$ cat src/rtl/noc_inject_arbiter.sv
// -----------------------------------------------------------------------------
// NoC injection arbiter.
//
// Shares one router local injection port among NUM_REQUESTERS endpoint
// sources. Arbitration is packet-level wormhole: a round-robin winner keeps
// the port until its tail flit is accepted. The arbiter also tracks the
// router's input-buffer credits and never sends a flit without a credit.
//
// Ports:
//   clk, rst      clock; asynchronous active-high reset
//   req_data      per-requester flit payload (flattened, requester i at slice i)
//   req_dest      per-requester destination (flattened)
//   req_is_tail   per-requester tail marker
//   req_valid     per-requester flit offered (held stable until accepted)
//   req_ready     per-requester accept strobe (valid & ready = accepted)
//   data_out      registered flit payload to the router
//   dest_out      registered destination to the router
//   is_tail_out   registered tail marker to the router
//   send_out      one-cycle pulse per flit sent
//   credit_in     one-cycle pulse, router freed one input-buffer slot
//   busy          high while a multi-flit packet owns the port
// -----------------------------------------------------------------------------
module noc_inject_arbiter #(
    parameter int NUM_REQUESTERS    = 4,
    parameter int DEST_WIDTH        = 4,
    parameter int FLIT_WIDTH        = 256,
    parameter int FLIT_BUFFER_DEPTH = 2
) (
    input  logic                                 clk,
    input  logic                                 rst,
    input  logic [NUM_REQUESTERS*FLIT_WIDTH-1:0] req_data,
    input  logic [NUM_REQUESTERS*DEST_WIDTH-1:0] req_dest,
    input  logic [NUM_REQUESTERS-1:0]            req_is_tail,
    input  logic [NUM_REQUESTERS-1:0]            req_valid,
    output logic [NUM_REQUESTERS-1:0]            req_ready,
    output logic [FLIT_WIDTH-1:0]                data_out,
    output logic [DEST_WIDTH-1:0]                dest_out,
    output logic                                 is_tail_out,
    output logic                                 send_out,
    input  logic                                 credit_in,
    output logic                                 busy
);

    localparam int PTR_WIDTH    = (NUM_REQUESTERS > 1) ? $clog2(NUM_REQUESTERS) : 1;
    localparam int CREDIT_WIDTH = $clog2(FLIT_BUFFER_DEPTH + 1);
    localparam logic [CREDIT_WIDTH-1:0] CREDIT_MAX = CREDIT_WIDTH'(FLIT_BUFFER_DEPTH);

    typedef enum logic {
        IDLE   = 1'b0,
        LOCKED = 1'b1
    } state_t;

    state_t                  state_q, state_d;
    logic [PTR_WIDTH-1:0]    rr_ptr_q, rr_ptr_d;
    logic [PTR_WIDTH-1:0]    owner_q, owner_d;
    logic [CREDIT_WIDTH-1:0] credits_q, credits_d;
    logic [FLIT_WIDTH-1:0]   data_q;
    logic [DEST_WIDTH-1:0]   dest_q;
    logic                    tail_q;
    logic                    send_q;

    logic [PTR_WIDTH-1:0]    cand;
    logic [PTR_WIDTH-1:0]    winner;
    logic                    winner_found;
    logic [PTR_WIDTH-1:0]    sel;
    logic [PTR_WIDTH-1:0]    sel_next;
    logic                    sel_active;
    logic                    sel_valid;
    logic                    sel_tail;
    logic [FLIT_WIDTH-1:0]   sel_data;
    logic [DEST_WIDTH-1:0]   sel_dest;
    logic                    credit_avail;
    logic                    accept;

    // Round-robin search: first valid requester starting at rr_ptr_q.
    always_comb begin
        winner_found = 1'b0;
        winner       = '0;
        cand         = '0;
        for (int i = 0; i < NUM_REQUESTERS; i++) begin
            cand = PTR_WIDTH'((int'(rr_ptr_q) + i) % NUM_REQUESTERS);
            if (!winner_found && req_valid[cand]) begin
                winner_found = 1'b1;
                winner       = cand;
            end
        end
    end

    // Selected requester: the locked owner mid-packet, otherwise the
    // round-robin winner. Ready depends only on the registered credit count,
    // so there is no combinational path from credit_in to req_ready.
    always_comb begin
        sel          = (state_q == LOCKED) ? owner_q : winner;
        sel_active   = (state_q == LOCKED) || winner_found;
        credit_avail = (credits_q != '0);
        sel_valid    = 1'b0;
        sel_tail     = 1'b0;
        sel_data     = '0;
        sel_dest     = '0;
        req_ready    = '0;
        for (int i = 0; i < NUM_REQUESTERS; i++) begin
            if (sel == PTR_WIDTH'(i)) begin
                sel_valid    = req_valid[i];
                sel_tail     = req_is_tail[i];
                sel_data     = req_data[i*FLIT_WIDTH +: FLIT_WIDTH];
                sel_dest     = req_dest[i*DEST_WIDTH +: DEST_WIDTH];
                req_ready[i] = sel_active & credit_avail;
            end
        end
        accept   = sel_active & credit_avail & sel_valid;
        sel_next = PTR_WIDTH'((int'(sel) + 1) % NUM_REQUESTERS);
    end

    // Packet-level FSM: a non-tail accept locks the port to the sender, a
    // tail accept releases it and moves the round-robin pointer past it.
    always_comb begin
        state_d  = state_q;
        owner_d  = owner_q;
        rr_ptr_d = rr_ptr_q;
        if (accept) begin
            if (sel_tail) begin
                state_d  = IDLE;
                rr_ptr_d = sel_next;
            end else begin
                state_d = LOCKED;
                owner_d = sel;
            end
        end
    end

    // Credit counter: a flit sent consumes a slot, credit_in returns one.
    // A surplus credit at the maximum saturates instead of wrapping.
    always_comb begin
        credits_d = credits_q;
        if (accept && !credit_in) begin
            credits_d = credits_q - CREDIT_WIDTH'(1);
        end else if (credit_in && !accept && (credits_q != CREDIT_MAX)) begin
            credits_d = credits_q + CREDIT_WIDTH'(1);
        end
    end

    // State, pointer and credit registers plus the registered output stage.
    // Output fields only load on accept so they hold between flits.
    always_ff @(posedge clk or posedge rst) begin
        if (rst) begin
            state_q   <= IDLE;
            rr_ptr_q  <= '0;
            owner_q   <= '0;
            credits_q <= CREDIT_MAX;
            data_q    <= '0;
            dest_q    <= '0;
            tail_q    <= 1'b0;
            send_q    <= 1'b0;
        end else begin
            state_q   <= state_d;
            rr_ptr_q  <= rr_ptr_d;
            owner_q   <= owner_d;
            credits_q <= credits_d;
            send_q    <= accept;
            if (accept) begin
                data_q <= sel_data;
                dest_q <= sel_dest;
                tail_q <= sel_tail;
            end
        end
    end

    assign data_out    = data_q;
    assign dest_out    = dest_q;
    assign is_tail_out = tail_q;
    assign send_out    = send_q;
    assign busy        = (state_q == LOCKED);

    // A credit returned while the counter is already full means the router
    // and this arbiter disagree about buffer occupancy.
    credit_overflow_a : assert property (@(posedge clk) disable iff (rst)
        !(credit_in && !accept && (credits_q == CREDIT_MAX)));

endmodule

$ cat config.mk
export PLATFORM = sky130hd
export DESIGN_NAME = noc_inject_arbiter
export DESIGN_NICKNAME = d
export VERILOG_FILES = /design/src/rtl/noc_inject_arbiter.sv
export SDC_FILE = /design/constraint.sdc
export NUM_CORES = 1
export LEC_CHECK = 0
export BUFFER_PORTS_ARGS = -buffer_cell sky130_fd_sc_hd__clkbuf_2
export CORE_AREA = 2 2 515 517
export DETAILED_ROUTE_END_ITERATION = 8
export DIE_AREA = 0 0 517 519
export GPL_ROUTABILITY_DRIVEN = 0
export GPL_TIMING_DRIVEN = 0
export HOLD_SLACK_MARGIN = 0.06
export PLACE_DENSITY = 0.3
export SETUP_SLACK_MARGIN = 0.5
export SYNTH_ARGS = -nofsm -noshare
export SYNTH_HDL_FRONTEND = slang
export SYNTH_SLANG_ARGS = --single-unit
$ cat constraint.sdc
create_clock -name clk -period 15.1 [get_ports clk]
set_input_delay 0.755 -clock clk [delete_from_list [all_inputs] [get_ports clk]]
set_output_delay 0.755 -clock clk [all_outputs]
set_load 0.01 [all_outputs]
; ---- Word level (Yosys, flattened, before mapping)
; Index checks and enable logic that the tools add are counted.
[word_totals]
reg_bits = 269
latchBits = 0
ram_bits = 0
romBits = 0
out_inout_bits = 267
memories = 0
[op_classes]
n_addsub = 6
multipliers = 0
div_mod_pow = 0
n_lt_le_gt_ge = 4
n_eq_ne = 4
shifts = 0
muxes = 40
bitwise_logic = 3
reduce_logical = 17
[op_table]
columns = cell, count
row1 = 256-bit 2-to-1 mux, 4
row2 = 1-bit 2-to-1 mux, 21
row3 = 4-bit 2-to-1 mux, 4
row4 = 2-bit 2-to-1 mux, 7
row5 = 2-bit by 3-bit less-than comparator with 1-bit output (second input constant), 4
row6 = 1-bit binary-select mux with 2-bit select, 4
row7 = 2-bit by 1-bit adder with 2-bit output (second input constant), 3
row8 = 1-bit logical AND, 6
row9 = 1-bit logical NOT, 5
row10 = 2-bit adder (second input constant), 2
row11 = 2-bit equality test (second input constant), 2
row12 = 2-bit AND reduction, 2
row13 = 2-bit nonzero test, 2
row14 = 1-bit bitwise AND, 2
row15 = 2-bit by 1-bit equality test with 1-bit output (second input constant), 1
row16 = 2-bit logical NOT, 1
row17 = 2-bit != test (second input constant), 1
row18 = 2-bit by 1-bit subtractor with 2-bit output (second input constant), 1
row19 = 1-bit logical OR, 1
row20 = 1-bit NOT, 1

; ---- Depth between registers and ports, before layout
[depth]
ltp_word = 24
mapped_depth = 14
depth_no_buf = 9

; ---- Worst setup path before layout
; Ideal clock, no wire load.
[synth_path]
kind = input -> output
start = input port req_valid[0]
end = output port req_ready[3]
arrival_time_ns = 2.926
required_time_ns = 14.345
slack_ns = 11.419
stages = 10
cell_sequence = nor2b_1 a2111oi_0 a221oi_1 inv_1 ha_1 clkbuf_1 clkbuf_1 clkbuf_1 nand2_1 o31ai_1
[synth_between]
elab_chain_len = 15
word_cells_on_any_way = 27
classes_between = eq/ne (1) / mux (18) / bitwise (1) / reduce/logical (7)
[synth_rtl]
columns = element, line
row1 = "start, declared", 34  ; input logic [NUM_REQUESTERS-1:0] req_valid,
row2 = 1-bit binary-select mux with 2-bit select, 82  ; if (!winner_found && req_valid[cand]) begin
row3 = 1-bit 2-to-1 mux (implied by the code), 82
row4 = 1-bit 2-to-1 mux, 82
row5 = 1-bit logical NOT, 82
row6 = 1-bit logical AND, 82
row7 = 1-bit 2-to-1 mux, 82
row8 = 1-bit logical NOT, 82
row9 = 1-bit logical AND, 82
row10 = 1-bit 2-to-1 mux, 82
row11 = 1-bit logical NOT, 82
row12 = 1-bit logical AND, 82
row13 = 2-bit 2-to-1 mux (*), 82
row14 = 2-bit 2-to-1 mux (*), 93  ; sel = (state_q == LOCKED) ? owner_q : winner;
row15 = net sel[0], 65  ; logic [PTR_WIDTH-1:0] sel;
row16 = 2-bit equality test (*), 102  ; if (sel == PTR_WIDTH'(i)) begin
row17 = 1-bit 2-to-1 mux (*), 102
row18 = "end, declared", 35  ; output logic [NUM_REQUESTERS-1:0] req_ready,
; Mark *: on every way through the listed nets, which the timed path passes. The rest lies on a longest branch. The select of a mux whose other input is x is not followed.

; ---- Worst setup path after layout
[layout_path]
start = register state_q (netlist: busy)
end = output port req_ready[3]
[layout_between]
elab_chain_len = 3
word_cells_on_any_way = 5
classes_between = eq/ne (1) / mux (2) / bitwise (1) / reduce/logical (1)
[layout_rtl]
columns = element, line
row1 = "start, declared", 53  ; state_t state_q, state_d;
row2 = "start signal, assigned", 155  ; state_q <= state_d;
row3 = 2-bit 2-to-1 mux, 93
row4 = net sel[0], 65
row5 = 2-bit equality test, 102
row6 = 1-bit 2-to-1 mux, 102
; The timed path passes the listed nets, and every way through them passes these cells.

==> flow_summary.json <==
{
  "syn_avg_cell_area_um2": 8.116,
  "grt_pass1_vias": 25250,
  "port-buffer-count": 1317,
  "drv_slew": 0,
  "final_common_cell": "clkbuf_2",
  "cts_buffers": 43,
  "setup_ws_ns": 8.814,
  "drt_wl_total_um": 203100,
  "grt-ovfl-total": 0,
  "drtPass1Iterations": 5,
  "synth_cells": 2143,
  "htree_levels": 2,
  "vdd_ir_drop_max_mv": 0.08604,
  "drive_gt1_share_pct": 42.01,
  "synth-async-reset-ratio_pct": 100.0,
  "maxCapViolCount": 0,
  "syn_nets": 3198,
  "cts_tree": "yes",
  "vias": 24740,
  "grt_pass1_wl_um": 254800,
  "root_buffer": "clkbuf_16",
  "path_clk_slew_ns": 0.06,
  "top_layer": "met5",
  "cts-resized-gates": 0,
  "cp.required_ns": 14.35,
  "rsz0062_at_grt": "no",
  "timing.final.crit_share_pct": 41.63,
  "fin_skew_ns": 0.02564,
  "min_period_ns": 6.286,
  "yosys_most_used_dff": "dfrtp_1",
  "max_freq_mhz": 159.1,
  "status": "complete, no violations",
  "synth_edf_count": 0,
  "final_antenna_net_count": 0,
  "ys.warnings.count": 0,
  "grt_use_total_pct": 14.42,
  "dieArea_um2": 268300,
  "power_density_nw_per_um2": 277.3,
  "relSlewSlack_pct": 8.452,
  "layout.nets": 4567,
  "first_iter_violations": 1605,
  "syn_area_um2": 17390,
  "area_growth_pct": 72.48,
  "start_util_pct": 6.602,
  "worstSkewPairLatency_ns": 0.65,
  "worstPathArrival_ns": 5.53,
  "path_class": "reg -> out",
  "io_pins": 1318,
  "drt-met1-wl_um": 77770,
  "final-hold-violation-count": 0,
  "worst_setup_path_start_kind": "flop",
  "die_w_um": 517,
  "dr_wl_met3_um": 20650,
  "synth-seq-cells": 269,
  "routedWlPerCell_um": 28.51,
  "hold_path_class": "in -> reg",
  "hold_ws_ns": 0.4322,
  "end_kind": "output port",
  "drc": 0,
  "rows": 189,
  "seq_area_frac_synth_pct": 38.71,
  "ys_types": 38,
  "pre_cts_ws_ns": 8.973,
  "grt_start_max_net_pins": 95,
  "die_h_um": 519,
  "synth_top_cell_area_share_pct": 38.56,
  "ys_top_cells_by_area": "dfrtp_1 39%, a21oi_1 15%, a221o_1 15%",
  "final.setup.tns_ns": 0,
  "dp.final_hpwl_um": 176300,
  "final_cell_mix": "1330 x clkbuf_2, 523 x a21oi_1, 268 x dfrtp_1, 266 x inv_1, 265 x nor2_1",
  "avgViaCountPerCell": 3.472,
  "critPathMaxFanout": 10,
  "antenna_found_initial": 146,
  "coreArea_um2": 263400,
  "worst_slew_pin_slew_ns": 1.373,
  "setup_viol": 0,
  "clock-sinks": 269,
  "total_leakage_power_uw": 0.01411,
  "yosys.area.top_type": "dfrtp_1",
  "dr_wl_met2_um": 94320,
  "clockBufferDepth": 3
}
-- repair_timing --
action / in CTS / in global routing
endpoints found under the hold margin: 14 / 0
setup buffers: 0 / 0
hold buffers: 1 / 0
-- power by group --
part / switching [µW] / internal, µW
Clock: 433 / 557
Sequential: 274 / 1140
Combinational: 4010 / 1900
-- synth_stat cells (4+ instances only) --
library cell  instances
nand3_1               4
a22oi_1             261
buf_1                 5
dfrtp_1             268
a221o_1             260
nor2_1              265
nor2b_1               5
o21ai_0               5
inv_1               267
ha_1                  4
buf_4                12
nand2_1               7
a21oi_1             523
a211oi_1              4
clkbuf_1            147
o31ai_1               4
buf_2                71
-- worst paths after layout --
check                      slack [ns]                   start  depth (start not counted)                        end
max in group asynchronous       13.06                     rst                          5   data_out[80]$_DFFE_PP0P_
setup / recovery                 8.81        busy$_DFFE_PP0P_                         12               req_ready[3]
setup reg to reg                 9.87        busy$_DFFE_PP0P_                         12    dest_out[1]$_DFFE_PP0P_
hold reg to reg                  0.52  owner_q[0]$_DFFE_PP0P_                          1     owner_q[0]$_DFFE_PP0P_
min in group asynchronous        0.60                     rst                          3  data_out[243]$_DFFE_PP0P_
hold / removal                   0.43           req_data[910]                          3  data_out[142]$_DFFE_PP0P_
-- layer usage --
layer / GRT usage [%] / up-vias
li1: - / 10720
met1: 16.11 / 12080
met2: 24.01 / 1483
met3: 5.737 / 379
met4: 6.321 / 76
met5: 0 / -
-- cells by family (layout without fill, tap and decap cells) --
group	after synthesis	count (layout)	synth area share (%)
AOI/OAI and AO/OA	1067	1067	42.27
adders and majority gates	4	4	0.2878
buffers and inverters	503	1895	11.63
DFF	269	269	38.71
muxes	5	5	0.3741
other	0	57	0
and+or+nand+nor	295	295	6.726
-- worst max-delay path, stage by stage, from the launching register on --
cell	delay, ns
dfrtp_1	0.38
clkbuf_1	0.22
nand2b_1	0.21
a2111oi_0	0.34
a221oi_1	0.16
inv_1	0.18
ha_1	0.28
clkbuf_1	0.94
clkbuf_1	0.93
clkbuf_1	0.70
nand2_1	0.12
o31ai_1	0.26
clkbuf_2	0.18
-- cell type report --
type / instances / area, µm²
Sequential cell: 269 / 6733
Buffer: 236 / 1036
Tap cell: 3533 / 4420
Clock buffer: 58 / 1182
Inverter: 267 / 1010
Clock inverter: 10 / 87.58
Fill cell: 31180 / 233400
Timing Repair Buffer: 1324 / 6751
Antenna cell: 57 / 142.6
Multi-Input combinational cell: 1371 / 8637
-- stage by stage --
stage | util, % | power (µW) | instance area, µm² | instances
floorplan | - | 4419 | 17390 | 2143
global placement | 10.78 | 7368 | 28400 | 6993
detailed placement | 10.85 | 7402 | 28580 | 6999
CTS | 11.33 | 8462 | 29860 | 7068
global route | 11.36 | 8882 | 29920 | 7093
finish | 11.39 | 8320 | 30000 | 7125
-- registers in the layout, indices dropped and copies added, names as in the netlist --
name / count
busy: 1
data_out: 256
credits_q: 2
dest_out: 4
send_out: 1
owner_q: 2
is_tail_out: 1
rr_ptr_q: 2
Note: power is estimated with default switching activity, not from simulation.
